--- config.mk ---
export PLATFORM = sky130hd
export DESIGN_NAME = ov7670_stream_gen_flat
export DESIGN_NICKNAME = d
export VERILOG_FILES = /design/src/rtl/ov7670_pkg.sv /design/src/rtl/ov7670_stream_gen_if.sv /design/src/rtl/ov7670_pattern_src.sv /design/src/rtl/ov7670_stream_gen.sv /design/src/flat_wrapper.sv
export SDC_FILE = /design/constraint.sdc
export NUM_CORES = 1
export LEC_CHECK = 0
export BUFFER_PORTS_ARGS = -buffer_cell sky130_fd_sc_hd__buf_2
export CORE_MARGIN = 2
export CORE_UTILIZATION = 45
export CTS_CLUSTER_DIAMETER = 30
export DETAILED_ROUTE_END_ITERATION = 10
export GPL_TIMING_DRIVEN = 0
export SYNTH_ARGS = -nofsm -noshare
export SYNTH_HDL_FRONTEND = slang
export SYNTH_SLANG_ARGS = --single-unit
--- constraint.sdc ---
create_clock -name pclk_12 -period 5.3 [get_ports pclk_12]
set_input_delay 0.795 -clock pclk_12 [delete_from_list [all_inputs] [get_ports pclk_12]]
set_output_delay 0.795 -clock pclk_12 [all_outputs]
set_load 0.02 [all_outputs]
--- src/rtl/ov7670_pkg.sv ---
// Shared timing defaults, FSM state and pattern encodings for the OV7670 stream generator.
package ov7670_pkg;

  localparam int unsigned DEF_H_ACTIVE = 320;
  localparam int unsigned DEF_BPP      = 2;
  localparam int unsigned DEF_H_BLANK  = 144;
  localparam int unsigned DEF_V_SYNC   = 3;
  localparam int unsigned DEF_V_BACK   = 17;
  localparam int unsigned DEF_V_ACTIVE = 240;
  localparam int unsigned DEF_V_FRONT  = 10;
  localparam int unsigned DEF_ADDR_W   = 18;

  typedef enum logic [2:0] {
    ST_IDLE,
    ST_VSYNC,
    ST_VBACK,
    ST_ACTIVE,
    ST_VFRONT
  } state_e;

  typedef enum logic [1:0] {
    PAT_FB    = 2'b00,
    PAT_RAMP  = 2'b01,
    PAT_LINE  = 2'b10,
    PAT_CHECK = 2'b11
  } pattern_e;

  function automatic int unsigned max4(input int unsigned a, input int unsigned b,
                                       input int unsigned c, input int unsigned e);
    int unsigned m;
    m = a;
    if (b > m) m = b;
    if (c > m) m = c;
    if (e > m) m = e;
    return m;
  endfunction

  // Counter width for 0..n-1, never below 4 bits so the checker can read bit 3.
  function automatic int unsigned cnt_w(input int unsigned n);
    return (n <= 16) ? 4 : $clog2(n);
  endfunction

endpackage

--- src/rtl/ov7670_stream_gen_if.sv ---
// DVP video pins plus framebuffer read port of the OV7670 stream generator.
interface ov7670_stream_gen_if
  import ov7670_pkg::*;
#(
  parameter int unsigned ADDR_W = DEF_ADDR_W
);
  logic              fb_rd_en;
  logic [ADDR_W-1:0] fb_addr;
  logic [7:0]        fb_data;
  logic              vsync;
  logic              href;
  logic [7:0]        d;
  logic              frame_done;

  modport master (
    output fb_rd_en, fb_addr, vsync, href, d, frame_done,
    input  fb_data
  );

  modport slave (
    input  fb_rd_en, fb_addr, vsync, href, d, frame_done,
    output fb_data
  );
endinterface

--- src/rtl/ov7670_pattern_src.sv ---
// Combinational built-in test pattern byte from mode, byte index in line and active line index.
module ov7670_pattern_src
  import ov7670_pkg::*;
#(
  parameter int unsigned BPP = DEF_BPP,
  parameter int unsigned H_W = 10,
  parameter int unsigned V_W = 8
) (
  input  pattern_e       mode_i,
  input  logic [H_W-1:0] byte_idx_i,
  input  logic [V_W-1:0] line_idx_i,
  output logic [7:0]     pat_o
);

  logic pix_bit3;

  always_comb begin
    pix_bit3 = ((byte_idx_i / H_W'(BPP)) & H_W'(8)) != '0;
    pat_o    = '0;
    unique case (mode_i)
      PAT_RAMP:  pat_o = 8'(byte_idx_i);
      PAT_LINE:  pat_o = 8'(line_idx_i);
      PAT_CHECK: pat_o = (pix_bit3 ^ line_idx_i[3]) ? '1 : '0;
      default:   pat_o = '0;
    endcase
  end

endmodule

--- src/rtl/ov7670_stream_gen.sv ---
// OV7670-compatible DVP source: frame FSM, line/pixel counters, framebuffer addressing and
// a 2-stage output pipeline that absorbs the 1-cycle framebuffer read latency.
module ov7670_stream_gen
  import ov7670_pkg::*;
#(
  parameter int unsigned H_ACTIVE = DEF_H_ACTIVE,
  parameter int unsigned BPP      = DEF_BPP,
  parameter int unsigned H_BLANK  = DEF_H_BLANK,
  parameter int unsigned V_SYNC   = DEF_V_SYNC,
  parameter int unsigned V_BACK   = DEF_V_BACK,
  parameter int unsigned V_ACTIVE = DEF_V_ACTIVE,
  parameter int unsigned V_FRONT  = DEF_V_FRONT,
  parameter int unsigned ADDR_W   = DEF_ADDR_W
) (
  input  logic                       pclk_12,
  input  logic                       reset,
  input  logic                       enable,
  input  logic [1:0]                 pattern_sel,
  ov7670_stream_gen_if.master        vid
);

  localparam int unsigned ACT  = H_ACTIVE * BPP;
  localparam int unsigned LINE = ACT + H_BLANK;
  localparam int unsigned H_W  = cnt_w(LINE);
  localparam int unsigned V_W  = cnt_w(max4(V_SYNC, V_BACK, V_ACTIVE, V_FRONT));

  state_e         state_q, state_d;
  logic [H_W-1:0] h_cnt_q, h_cnt_d;
  logic [V_W-1:0] v_cnt_q, v_cnt_d;
  logic           line_end, last_line, frame_start, act_slot, done_slot;

  pattern_e          mode_q;
  logic [ADDR_W-1:0] addr_cnt_q, fb_addr_q;
  logic              fb_rd_en_q, s0_valid_q, s0_vsync_q, s0_done_q;
  logic [H_W-1:0]    s0_byte_q;
  logic [V_W-1:0]    s0_line_q;
  logic [7:0]        pat_byte, s1_pat_q, d_q;
  logic              s1_valid_q, s1_vsync_q, s1_done_q;
  logic              href_q, vsync_q, frame_done_q;

  always_comb begin
    state_d   = state_q;
    h_cnt_d   = h_cnt_q;
    v_cnt_d   = v_cnt_q;
    line_end  = (h_cnt_q == H_W'(LINE - 1));
    last_line = 1'b0;
    unique case (state_q)
      ST_VSYNC:  last_line = (v_cnt_q == V_W'(V_SYNC - 1));
      ST_VBACK:  last_line = (v_cnt_q == V_W'(V_BACK - 1));
      ST_ACTIVE: last_line = (v_cnt_q == V_W'(V_ACTIVE - 1));
      ST_VFRONT: last_line = (v_cnt_q == V_W'(V_FRONT - 1));
      default:   last_line = 1'b0;
    endcase

    if (state_q == ST_IDLE) begin
      if (enable) state_d = ST_VSYNC;
    end else begin
      h_cnt_d = line_end ? '0 : h_cnt_q + 1'b1;
      if (line_end) begin
        v_cnt_d = last_line ? '0 : v_cnt_q + 1'b1;
        if (last_line) begin
          unique case (state_q)
            ST_VSYNC:  state_d = ST_VBACK;
            ST_VBACK:  state_d = ST_ACTIVE;
            ST_ACTIVE: state_d = ST_VFRONT;
            ST_VFRONT: state_d = enable ? ST_VSYNC : ST_IDLE;
            default:   state_d = ST_IDLE;
          endcase
        end
      end
    end

    frame_start = (state_d == ST_VSYNC) && (state_q != ST_VSYNC);
    act_slot    = (state_q == ST_ACTIVE) && (h_cnt_q < H_W'(ACT));
    // Slot right after the last active byte, so frame_done trails the last href by one clock.
    done_slot   = (state_q == ST_ACTIVE) && (v_cnt_q == V_W'(V_ACTIVE - 1)) &&
                  (h_cnt_q == H_W'(ACT));
  end

  always_ff @(posedge pclk_12 or posedge reset) begin
    if (reset) begin
      state_q <= ST_IDLE;
      h_cnt_q <= '0;
      v_cnt_q <= '0;
    end else begin
      state_q <= state_d;
      h_cnt_q <= h_cnt_d;
      v_cnt_q <= v_cnt_d;
    end
  end

  // Stage 0: read strobe, address and per-slot side information.
  always_ff @(posedge pclk_12 or posedge reset) begin
    if (reset) begin
      mode_q     <= PAT_FB;
      addr_cnt_q <= '0;
      fb_addr_q  <= '0;
      fb_rd_en_q <= 1'b0;
      s0_valid_q <= 1'b0;
      s0_vsync_q <= 1'b0;
      s0_done_q  <= 1'b0;
      s0_byte_q  <= '0;
      s0_line_q  <= '0;
    end else begin
      fb_rd_en_q <= act_slot && (mode_q == PAT_FB);
      s0_valid_q <= act_slot;
      s0_vsync_q <= (state_q == ST_VSYNC);
      s0_done_q  <= done_slot;
      if (act_slot) begin
        fb_addr_q  <= addr_cnt_q;
        addr_cnt_q <= addr_cnt_q + 1'b1;
        s0_byte_q  <= h_cnt_q;
        s0_line_q  <= v_cnt_q;
      end
      if (frame_start) begin
        mode_q     <= pattern_e'(pattern_sel);
        addr_cnt_q <= '0;
      end
    end
  end

  ov7670_pattern_src #(
    .BPP (BPP),
    .H_W (H_W),
    .V_W (V_W)
  ) u_pattern (
    .mode_i     (mode_q),
    .byte_idx_i (s0_byte_q),
    .line_idx_i (s0_line_q),
    .pat_o      (pat_byte)
  );

  // Stage 1 waits out the framebuffer latency; stage 2 drives the pins.
  always_ff @(posedge pclk_12 or posedge reset) begin
    if (reset) begin
      s1_valid_q   <= 1'b0;
      s1_vsync_q   <= 1'b0;
      s1_done_q    <= 1'b0;
      s1_pat_q     <= '0;
      href_q       <= 1'b0;
      vsync_q      <= 1'b0;
      frame_done_q <= 1'b0;
      d_q          <= '0;
    end else begin
      s1_valid_q   <= s0_valid_q;
      s1_vsync_q   <= s0_vsync_q;
      s1_done_q    <= s0_done_q;
      s1_pat_q     <= pat_byte;
      href_q       <= s1_valid_q;
      vsync_q      <= s1_vsync_q;
      frame_done_q <= s1_done_q;
      if (!s1_valid_q)           d_q <= '0;
      else if (mode_q == PAT_FB) d_q <= vid.fb_data;
      else                       d_q <= s1_pat_q;
    end
  end

  assign vid.fb_rd_en   = fb_rd_en_q;
  assign vid.fb_addr    = fb_addr_q;
  assign vid.vsync      = vsync_q;
  assign vid.href       = href_q;
  assign vid.d          = d_q;
  assign vid.frame_done = frame_done_q;

endmodule
--- src/flat_wrapper.sv ---
// flat-port wrapper written by rule: the top's interface ports become plain ports
module ov7670_stream_gen_flat import ov7670_pkg::*;
#(
  parameter int unsigned H_ACTIVE = DEF_H_ACTIVE,
  parameter int unsigned BPP      = DEF_BPP,
  parameter int unsigned H_BLANK  = DEF_H_BLANK,
  parameter int unsigned V_SYNC   = DEF_V_SYNC,
  parameter int unsigned V_BACK   = DEF_V_BACK,
  parameter int unsigned V_ACTIVE = DEF_V_ACTIVE,
  parameter int unsigned V_FRONT  = DEF_V_FRONT,
  parameter int unsigned ADDR_W   = DEF_ADDR_W
)
  (pclk_12, reset, enable, pattern_sel, vid_fb_rd_en, vid_fb_addr, vid_vsync, vid_href, vid_d, vid_frame_done, vid_fb_data);
  ov7670_stream_gen_if #(.ADDR_W(ADDR_W)) vid_i ();
  input  logic pclk_12;
  input  logic reset;
  input  logic enable;
  input  logic [1:0] pattern_sel;
  output wire logic [$bits(vid_i.fb_rd_en)-1:0] vid_fb_rd_en;
  output wire logic [$bits(vid_i.fb_addr)-1:0] vid_fb_addr;
  output wire logic [$bits(vid_i.vsync)-1:0] vid_vsync;
  output wire logic [$bits(vid_i.href)-1:0] vid_href;
  output wire logic [$bits(vid_i.d)-1:0] vid_d;
  output wire logic [$bits(vid_i.frame_done)-1:0] vid_frame_done;
  input wire logic [$bits(vid_i.fb_data)-1:0] vid_fb_data;
  assign vid_fb_rd_en = vid_i.fb_rd_en;
  assign vid_fb_addr = vid_i.fb_addr;
  assign vid_vsync = vid_i.vsync;
  assign vid_href = vid_i.href;
  assign vid_d = vid_i.d;
  assign vid_frame_done = vid_i.frame_done;
  assign vid_i.fb_data = vid_fb_data;
  ov7670_stream_gen #(.H_ACTIVE(H_ACTIVE), .BPP(BPP), .H_BLANK(H_BLANK), .V_SYNC(V_SYNC), .V_BACK(V_BACK), .V_ACTIVE(V_ACTIVE), .V_FRONT(V_FRONT), .ADDR_W(ADDR_W)) u_core (.pclk_12(pclk_12), .reset(reset), .enable(enable), .pattern_sel(pattern_sel), .vid(vid_i));
endmodule
=== Word level (Yosys, flattened, before mapping) ===
Cells that the tools add are included.

* Register bits: 101
* Input bits: 13
* Output and inout port bits: 30
* Logic and storage cells: 65

* Add/sub/neg operators: 3
* Magnitude comparators: 1
* Equal/unequal tests: 15
* Mux-type cells: 15
* Bitwise logic cells: 2
* Reductions and logical operators: 9

{| class="wikitable"
|+ Operators by type and width
! cell !! count
|-
| $mux 18 || 2
|-
| $mux 8 || 4
|-
| $pmux 8 s3 || 1
|-
| $eq 10x10->1 const B || 2
|-
| $add 18x1->18 const B || 1
|-
| $mux 3 || 4
|-
| $pmux 3 s4 || 1
|-
| $add 10x1->10 const B || 1
|-
| $lt 10x10->1 const B || 1
|-
| $mux 10 || 1
|-
| $add 8x1->8 const B || 1
|-
| $eq 8x2->1 const B || 1
|-
| $eq 8x4->1 const B || 1
|-
| $eq 8x5->1 const B || 1
|-
| $eq 8x8->1 const B || 1
|-
| $eq 3x1->1 const B || 2
|-
| $eq 3x2->1 const B || 2
|-
| $logic_and 1x1->1 || 5
|-
| $eq 2x2->1 const B || 2
|-
| $pmux 1 s4 || 1
|-
| $eq 3x3->1 const B || 1
|-
| $logic_not 3->1 || 1
|-
| $ne 3x1->1 const B || 1
|-
| $eq 2x1->1 const B || 1
|-
| 6 further kinds || 6
|}

=== Longest topological paths before layout ===
Gate-level depths: netlist of the first run.

* Depth in word-level cells: 8
* Depth in mapped cells: 8
* Mapped depth without buffers: 6

=== Hierarchy ===
A second synthesis of the first run with hierarchy kept.

* Cell total of the unflattened synthesis: 446
* Area total of the unflattened synthesis: 4449.3 um2

{| class="wikitable"
|+ Modules (own cells, without submodules)
! module !! instances !! cells each !! area each (um2) !! sequential area each (um2)
|-
| ov7670_stream_gen || 1 || 427 || 4297.9 || 2577.5
|-
| ov7670_pattern_src || 1 || 19 || 151.4 || 0.0
|}

=== Worst setup path after synthesis of the first run ===
Ideal clock, no wire load.

* Path kind: register to register
* From: register u_core.h_cnt_q[4]
* To: register u_core.mode_q[0]
* Library setup time: 0.128 ns
* Arrival: 2.128 ns
* Required time: 5.172 ns
* Path slack: 3.044 ns
* Cell stages (with the launch flop): 7
* Path buffers: 1
* Period minus slack after synthesis: 2.256 ns
* Cells stage by stage: dfrtp_1 or4b_4 nor3_2 nand3_1 o22ai_1 buf_2 mux2_1

* Longest elaborated chain between the ends: 5

{| class="wikitable"
|+ RTL lines
! item !! RTL line !! RTL
|-
| start, declared || ov7670_stream_gen.sv:28 || <nowiki>logic [H_W-1:0] h_cnt_q, h_cnt_d;</nowiki>
|-
| start signal, assigned || ov7670_stream_gen.sv:87 || <nowiki>h_cnt_q <= h_cnt_d;</nowiki>
|-
| $eq 10x10->1 || ov7670_stream_gen.sv:45 || <nowiki>line_end = (h_cnt_q == H_W'(LINE - 1));</nowiki>
|-
| $mux 3 || ov7670_stream_gen.sv:59 || <nowiki>if (line_end) begin</nowiki>
|-
| $mux 3 || ov7670_stream_gen.sv:55 || <nowiki>if (state_q == ST_IDLE) begin</nowiki>
|-
| $eq 3x1->1 || ov7670_stream_gen.sv:73 || <nowiki>frame_start = (state_d == ST_VSYNC) && (state_q != ST_VSYNC);</nowiki>
|-
| $logic_and 1x1->1 || ov7670_stream_gen.sv:73 ||
|-
| end signal, assigned || ov7670_stream_gen.sv:116 || <nowiki>mode_q <= pattern_e'(pattern_sel);</nowiki>
|-
| end, declared || ov7670_stream_gen.sv:32 || <nowiki>pattern_e mode_q;</nowiki>
|}

No other way between the ends.
A chain may end at the register's enable or synchronous reset.

=== Worst setup path in the final report of the first run ===
* From: register u_core.state_q[1]
* To: register u_core.mode_q[0]

* Longest elaborated chain between the ends: 7
* Elaborated cells on any way between the ends: 14
* Classes of those cells: eq/ne (6); mux (6); reduce/logical (2)

{| class="wikitable"
|+ RTL lines
! item !! RTL line !! RTL
|-
| start, declared || ov7670_stream_gen.sv:27 || <nowiki>state_e state_q, state_d;</nowiki>
|-
| start signal, assigned || ov7670_stream_gen.sv:86 || <nowiki>state_q <= state_d;</nowiki>
|-
| $eq 3x3->1 (tied with other cells) || ov7670_stream_gen.sv:47, ov7670_stream_gen.sv:62 ||
|-
| $pmux 3 s4 / $pmux 1 s4 (equally long branches) || ov7670_stream_gen.sv:62, ov7670_stream_gen.sv:47 ||
|-
| $mux 3 || ov7670_stream_gen.sv:61 || <nowiki>if (last_line) begin</nowiki>
|-
| $mux 3 || ov7670_stream_gen.sv:59 ||
|-
| $mux 3 || ov7670_stream_gen.sv:55 ||
|-
| $eq 3x1->1 || ov7670_stream_gen.sv:73 ||
|-
| $logic_and 1x1->1 * || ov7670_stream_gen.sv:73 ||
|}

Every way passes the cells marked *; elsewhere a longest branch is shown, timed or not.

==> flow_metrics.py, run 1 <==
metrics = {
    "run_status": {
        "status": "completed",
    },
    "global_routing": {
        "grt_overflow": 0,
        "grt_max_degree": 67,
        "grt_pass1_vias": 3128,
        "antenna_found_initial": 0,
        "grt_usage_pct": 17.7,
        "grt_pass1_wl_um": 15400,
    },
    "synthesis": {
        "ys_seq_area_share_pct": 56.6,
        "async_reset_ff_share_pct": 100,
        "ys_seq_elements": 101,
        "syn_area_per_cell_sq_um": 9.76,
        "synth_edf_count": 0,
        "syn_area_sq_um": 4470,
        "syn_inst": 458,
        "ys_types": 47,
        "synth_ff_type": "dfrtp_1",
        "yosysWarnings": 0,
        "synth_nets": 475,
    },
    "placed_design": {
        "placed_area_sq_um": 4870,
        "io_buffers": 42,
        "placed_cells": 634,
        "place_congestion": 0.867,
        "place_hpwl_um": 6360,
        "dp_slack_ns": 2.56,
    },
    "finish": {
        "nNetsFinal": 529,
        "drive_gt1_share_pct": 13.2,
        "finalInstanceArea_sq_um": 5090,
        "area_growth_pct": 13.9,
        "n_antenna_cell": 0,
        "multi_input_area_sq_um": 1800,
        "fin_cells": 650,
        "fillerInstances": 888,
        "seqCellArea_sq_um": 2530,
    },
    "power_and_ir_drop": {
        "peakVddDrop_mv": 0.165,
        "power_density_nw_per_um2": 298,
        "p_comb_share_pct": 7.5,
        "p_switching_uw": 395,
        "swShare_pct": 26.0,
        "clkPwrFrac_pct": 35.7,
        "power_frac_seq_pct": 56.9,
        "p_leak_uw": 0.00243,
        "intPower_uw": 1120,
    },
    "detailed_routing": {
        "dr.pass1.iters": 4,
        "dr_total_vias": 3302,
        "ant_nets": 0,
        "via_per_inst": 5.08,
        "wl_per_cell_um": 13.7,
        "drt_wl_total_um": 8880,
        "drcViolationCount": 0,
        "initialDrtViolationCount": 110,
    },
    "clock_tree": {
        "cts_hold_buf": 0,
        "cts_made_buffers": 9,
        "path_clk_slew_ns": 0.10,
        "tritoncts": "built",
        "htree_levels": 3,
        "clockBufferDepth": 2,
        "clock-root-buffer": "clkbuf_8",
        "cts_resized": 0,
        "clock-sinks": 101,
        "clkLatencyLatePin_ns": 0.37,
        "cts_setup_buffers": 0,
    },
    "worst_setup_path": {
        "worst-path-stages": 7,
        "crit_slowest_cell": "nor3b_1",
        "cp_max_fo": 10,
        "setup.worst_path.class": "flop to flop",
        "slowest_delay_ns": 0.47,
        "cp.buffers_inverters": 2,
        "reg2reg_from": "u_core.state_q[1]",
        "crit_required_ns": 5.57,
        "critPathArrivalTime_ns": 3.03,
        "cp_top_family": "buffers and inverters",
        "r2r_cells": 7,
        "end_kind": "flop",
        "cp_cell_sequence": "clkbuf_1 > nor3b_1 > mux2i_1 > o211ai_1 > o22ai_1 > buf_2 > mux2_1",
        "critical_path.startpoint": "u_core.state_q[1]",
        "cp-start-kind": "flop",
    },
    "timing": {
        "finalMaxSlewViolations": 0,
        "fmax_ghz": 0.362,
        "slew_headroom_pct": 46.4,
        "fin_crit_sh_pct": 52.1,
        "fin_crit_ns": 2.76,
        "holdWs_ns": 0.356,
        "rsz0062_at_grt": "no",
        "final.setup.tns_ns": 0,
        "worst_slack_ns": 2.54,
        "setup-violations-final": 0,
        "hold_violations": 0,
        "tightest_slew_ns": 0.804,
        "fin_skew_ns": 0.0112,
    },
    "floorplanning": {
        "die-area_sq_um": 10700,
        "core_area_sq_um": 9680,
        "dieWidth_um": 104,
        "initial_utilization_pct": 46.1,
        "fp.dieH_um": 104,
        "rows": 36,
        "ios": 43,
    },
    "flow_run": {
        "maxCapViolCount": 0,
    },
    "min_path": {
        "holdCritStartpoint": "u_core.s0_valid_q",
        "min_path_cells": 0,
        "min-delay-path-class": "flop to flop",
    },
}
==> routing by layer <==
layer,GRT usage [%],vias up,share of wire [%],wire [um]
li1,-,1645,-,-
met1,26.1,1574,50,4450
met2,25.8,70,43,3860
met3,2.83,13,3.9,348
met4,8.30,0,2.5,218
met5,0,-,0,0
==> synthesized netlist by cell type (all sizes together), types with 3 or more instances <==
master	count	area share (%)
nor3	8	1.0
dfrtp	101	57
inv	18	1.5
o211ai	4	0.67
a21oi	3	0.34
or3	4	0.56
ha	4	1.1
nand4	12	1.7
xnor2	21	4.1
a21boi	8	1.3
buf	4	0.45
xor2	12	2.4
nor4	8	1.3
and2	3	0.42
nor2	36	3.0
mux2i	3	0.67
nand3	11	1.2
and4	3	0.59
nand2	114	9.6
a22o	6	1.2
nand2b	3	0.42
clkbuf	15	1.3
o21ai	33	3.7
==> final cells by class <==
cell class | instances | share of cell area (%)
plain buffers | 19 | 1.50
multi-input cells | 320 | 35.3
clock inverters | 7 | 1.92
repair buffers | 43 | 4.52
well taps | 133 | 3.27
clock buffers | 9 | 2.43
inverters | 18 | 1.38
flip-flops and latches | 101 | 49.7
==> kinds of logic (layout without fill, tap and decap cells) <==
kind of cell / after synthesis / count (layout) / share of synthesized area, %
adders and majority gates: 4 / 4 / 1.12
xor gates and xnor gates: 33 / 33 / 6.47
and+or+nand+nor: 217 / 217 / 23.0
AOI/OAI and AO/OA: 61 / 61 / 8.46
DFF: 101 / 101 / 56.6
muxes: 5 / 5 / 1.18
buffers and inverters: 37 / 96 / 3.22
==> path summary, 6_finish.rpt <==
path | end | slack [ns]
max | u_core.mode_q[0] | 2.54
min | u_core.s1_valid_q | 0.36
max reg2reg | u_core.mode_q[0] | 2.54
min reg2reg | u_core.s1_valid_q | 0.36
max in group asynchronous | u_core.vid.vsync | 4.06
min in group asynchronous | u_core.vid.fb_addr[11] | 0.57
==> power by group through the flow <==
stage / sequential (uW) / combinational, uW / clock (uW)
final: 862 / 113 / 540
after global routing: 871 / 134 / 584
after CTS: 860 / 116 / 555
after detailed placement: 875 / 116 / 0
after global placement: 873 / 110 / 0
after floorplan: 860 / 90.3 / 0
==> cells in the final DEF, fill, tap and decap left out, types with 8 or more instances in the layout <==
cell type / n
xor2_1: 12
xnor2_1: 21
inv_1: 17
dfrtp_1: 101
o21ai_0: 33
nand2_1: 114
clkbuf_1: 15
clkbuf_8: 9
buf_2: 43
nor2_1: 36
a21boi_0: 8
nand4_1: 12
nand3_1: 11
==> state kept, by name, summed over array words and instances (netlist names), 2 cells and up <==
signal              flops
u_core.addr_cnt_q      18
u_core.vid.fb_addr     18
u_core.s0_byte_q        8
u_core.s0_line_q        8
u_core.vid.d            8
u_core.mode_q           2
u_core.v_cnt_q          8
u_core.h_cnt_q         10
u_core.s1_pat_q         8
u_core.state_q          3
==> stage by stage <==
step | power [uW] | util (%)
global route | 1590 | 52.5
finish | 1520 | 52.5
CTS | 1530 | 52.5
floorplan | 951 | -
detailed placement | 991 | 50.3
global placement | 984 | 50.0
(Power assumes the default switching activity.)
==> run 2, diff against run 1 <==
- ABC_AREA: not set -> 1
- clock period: 5.3 -> 2.9 ns (I/O delays scaled with it)
==> flow_metrics.py, run 2 <==
metrics = {
    "run_status": {
        "status": "completed",
    },
    "synthesis": {
        "synth.area.top_cells": "dfrtp_1 (55%), nand2_1 (12%), inv_1 (6.7%), o21ai_0 (4.8%), nor2_1 (3.7%)",
        "ys_seq_area_share_pct": 54.8,
        "synth_nets": 559,
        "yosysMostFrequentCell": "nand2_1",
        "syn_area_per_cell_sq_um": 8.51,
        "ys_types": 36,
        "async_reset_ff_share_pct": 100,
        "synth_edf_count": 0,
        "syn_inst": 542,
        "ys_seq_elements": 101,
        "ys_top_cells_by_count": "nand2_1 (143), dfrtp_1 (101), inv_1 (82)",
        "synth_top_area_cell": "dfrtp_1",
        "yosysWarnings": 0,
        "syn_area_sq_um": 4610,
        "synth_top_area_share_pct": 54.8,
        "synth_ff_type": "dfrtp_1",
    },
    "power_and_ir_drop": {
        "clkPwrFrac_pct": 38.4,
        "p_comb_share_pct": 2.0,
        "p_leak_uw": 0.00295,
        "swShare_pct": 21.8,
        "power_frac_seq_pct": 59.6,
        "p_switching_uw": 515,
        "power_density_nw_per_um2": 450,
        "intPower_uw": 1850,
        "peakVddDrop_mv": 0.199,
    },
    "floorplanning": {
        "initial_utilization_pct": 46.8,
        "fp.dieH_um": 105,
        "die-area_sq_um": 11100,
        "core_area_sq_um": 9860,
        "dieWidth_um": 105,
        "ios": 43,
        "rows": 36,
    },
    "worst_setup_path": {
        "crit_required_ns": 3.15,
        "cp_cell_sequence": "inv_1 > nand2_1 > nor2_1 > nand2_1 > nor2_1 > nand3_1 > nand2_2 > nand3_1 > nand2_1 > nand3_2 > buf_6 > nand2_1 > nand2_1",
        "critPathArrivalTime_ns": 2.16,
        "cp-start-kind": "flop",
        "crit_slowest_cell": "dfrtp_1",
        "end_kind": "flop",
        "reg2reg_to": "u_core.mode_q[1]",
        "slowest_delay_ns": 0.39,
        "reg2reg_from": "u_core.v_cnt_q[2]",
        "cp_max_fo": 10,
        "r2r_cells": 13,
        "cpMostUsedCell": "nand2_1",
        "setup.worst_path.class": "flop to flop",
        "r2r_setup_slack_ns": 0.99,
    },
    "global_routing": {
        "grt_pass1_vias": 3427,
        "antenna_found_initial": 0,
        "grt_overflow": 0,
        "grt_pass1_wl_um": 16000,
        "grt_usage_pct": 18.0,
        "grt_max_degree": 31,
    },
    "timing": {
        "fin_crit_sh_pct": 65.9,
        "finalMaxSlewViolations": 0,
        "tightest_slew_ns": 0.661,
        "hold_violations": 0,
        "setup-violations-final": 0,
        "fmax_ghz": 0.523,
        "worst_slack_ns": 0.989,
        "fin_crit_ns": 1.91,
        "final.setup.tns_ns": 0,
        "rsz0062_at_grt": "no",
        "fin_skew_ns": 0.0110,
        "slew_headroom_pct": 55.3,
    },
    "clock_tree": {
        "clockBufferDepth": 2,
        "clock-sinks": 101,
        "cts_made_buffers": 9,
        "htree_levels": 3,
        "clkLatencyLatePin_ns": 0.36,
        "cts_resized": 0,
        "clock-root-buffer": "clkbuf_8",
        "cts_hold_buf": 0,
        "cts_setup_buffers": 0,
        "path_clk_slew_ns": 0.10,
        "tritoncts": "built",
    },
    "finish": {
        "area_growth_pct": 13.9,
        "nNetsFinal": 615,
        "drive_gt1_share_pct": 14.8,
        "final_common_cell": "nand2_1",
        "n_antenna_cell": 0,
        "fin_cells": 736,
        "final_cell_mix": "nand2_1 (143), dfrtp_1 (101), inv_1 (81)",
    },
    "detailed_routing": {
        "ant_nets": 0,
        "initialDrtViolationCount": 240,
        "drcViolationCount": 0,
        "via_per_inst": 4.73,
        "drt_wl_total_um": 9190,
        "wl_per_cell_um": 12.5,
        "dr_total_vias": 3483,
        "dr.pass1.iters": 5,
    },
    "flow_run": {
        "maxCapViolCount": 0,
    },
    "placed_design": {
        "placed_cells": 720,
        "place_hpwl_um": 7020,
        "place_congestion": 0.822,
        "io_buffers": 42,
        "dp_slack_ns": 1.00,
    },
    "min_path": {
        "min-delay-path-class": "primary input to asynchronous set/reset pin",
    },
}
[run 2: cell types whose count changed after synthesis, moves of 9 or more]
cell,previous run,this run
inv_1,18,82
nand2_1,114,143
xnor2_1,21,1
nand3_1,11,30
o21ai_0,33,44
nor2_1,36,46
clkbuf_1,15,6
[run 2: cell families after synthesis]
family / share of synthesized area (%)
xor gates and xnor gates: 3.42
and+or+nand+nor: 25.5
adders and majority gates: 1.08
AOI/OAI and AO/OA: 6.64
buffers and inverters: 8.60
DFF: 54.8
[run 2: power groups by stage]
stage                     Clock (uW)  Combinational [uW]  Sequential (uW)
after floorplan                    0                23.8             1440
after global placement             0                39.9             1440
after detailed placement           0                50.4             1430
after CTS                        931                50.4             1410
after global routing             997                56.2             1410
final                            908                47.5             1410
[run 2: critical path, delay by kind of cell, from the launching register on]
family | cells | cell delay (ns)
buf+inv | 2 | 0.33
flops | 1 | 0.39
simple gates | 11 | 1.10
[run 2: metrics by stage]
step	area (sq um)	hold slack (ns)	total power, uW	util [%]
after global routing	5250	0.153	2460	53.3
final	5250	0.112	2360	53.3
after CTS	5250	0.122	2390	53.3
after global placement	4990	0.333	1480	50.6
after floorplan	4620	0.331	1460	-
after detailed placement	5050	0.336	1490	51.2
[run 2: per-layer routing]
metal | up-vias | track usage, % | wire (um)
met5 | - | 0 | 0
met4 | 0 | 6.10 | 138
met3 | 13 | 2.91 | 261
met2 | 54 | 27.5 | 4070
met1 | 1623 | 26.3 | 4730
li1 | 1793 | - | -
[run 2: layout make-up]
cell class | instances | area [sq um]
clock inverter | 5 | 57.6
tap | 133 | 166
clock buffer | 11 | 141
sequential | 101 | 2530
multi-input combinational | 343 | 1690
fill | 952 | 4610
buffer | 12 | 73.8
inverter | 86 | 327
timing repair buffer | 45 | 270
[run 2: how the worst max path moves through the flow]
stage                      start               endpoint  slack [ns]  cells past startpoint
4_1_cts        u_core.v_cnt_q[2]       u_core.mode_q[0]        0.99                     13
3_5_place_dp   u_core.v_cnt_q[2]       u_core.mode_q[1]        1.00                     13
2_1_floorplan              reset   u_core.addr_cnt_q[0]        1.26                      1
3_3_place_gp               reset  u_core.addr_cnt_q[17]        0.59                      2
6_report       u_core.v_cnt_q[2]       u_core.mode_q[1]        0.99                     13
5_1_grt        u_core.h_cnt_q[1]      u_core.v_cnt_q[6]        0.75                     13
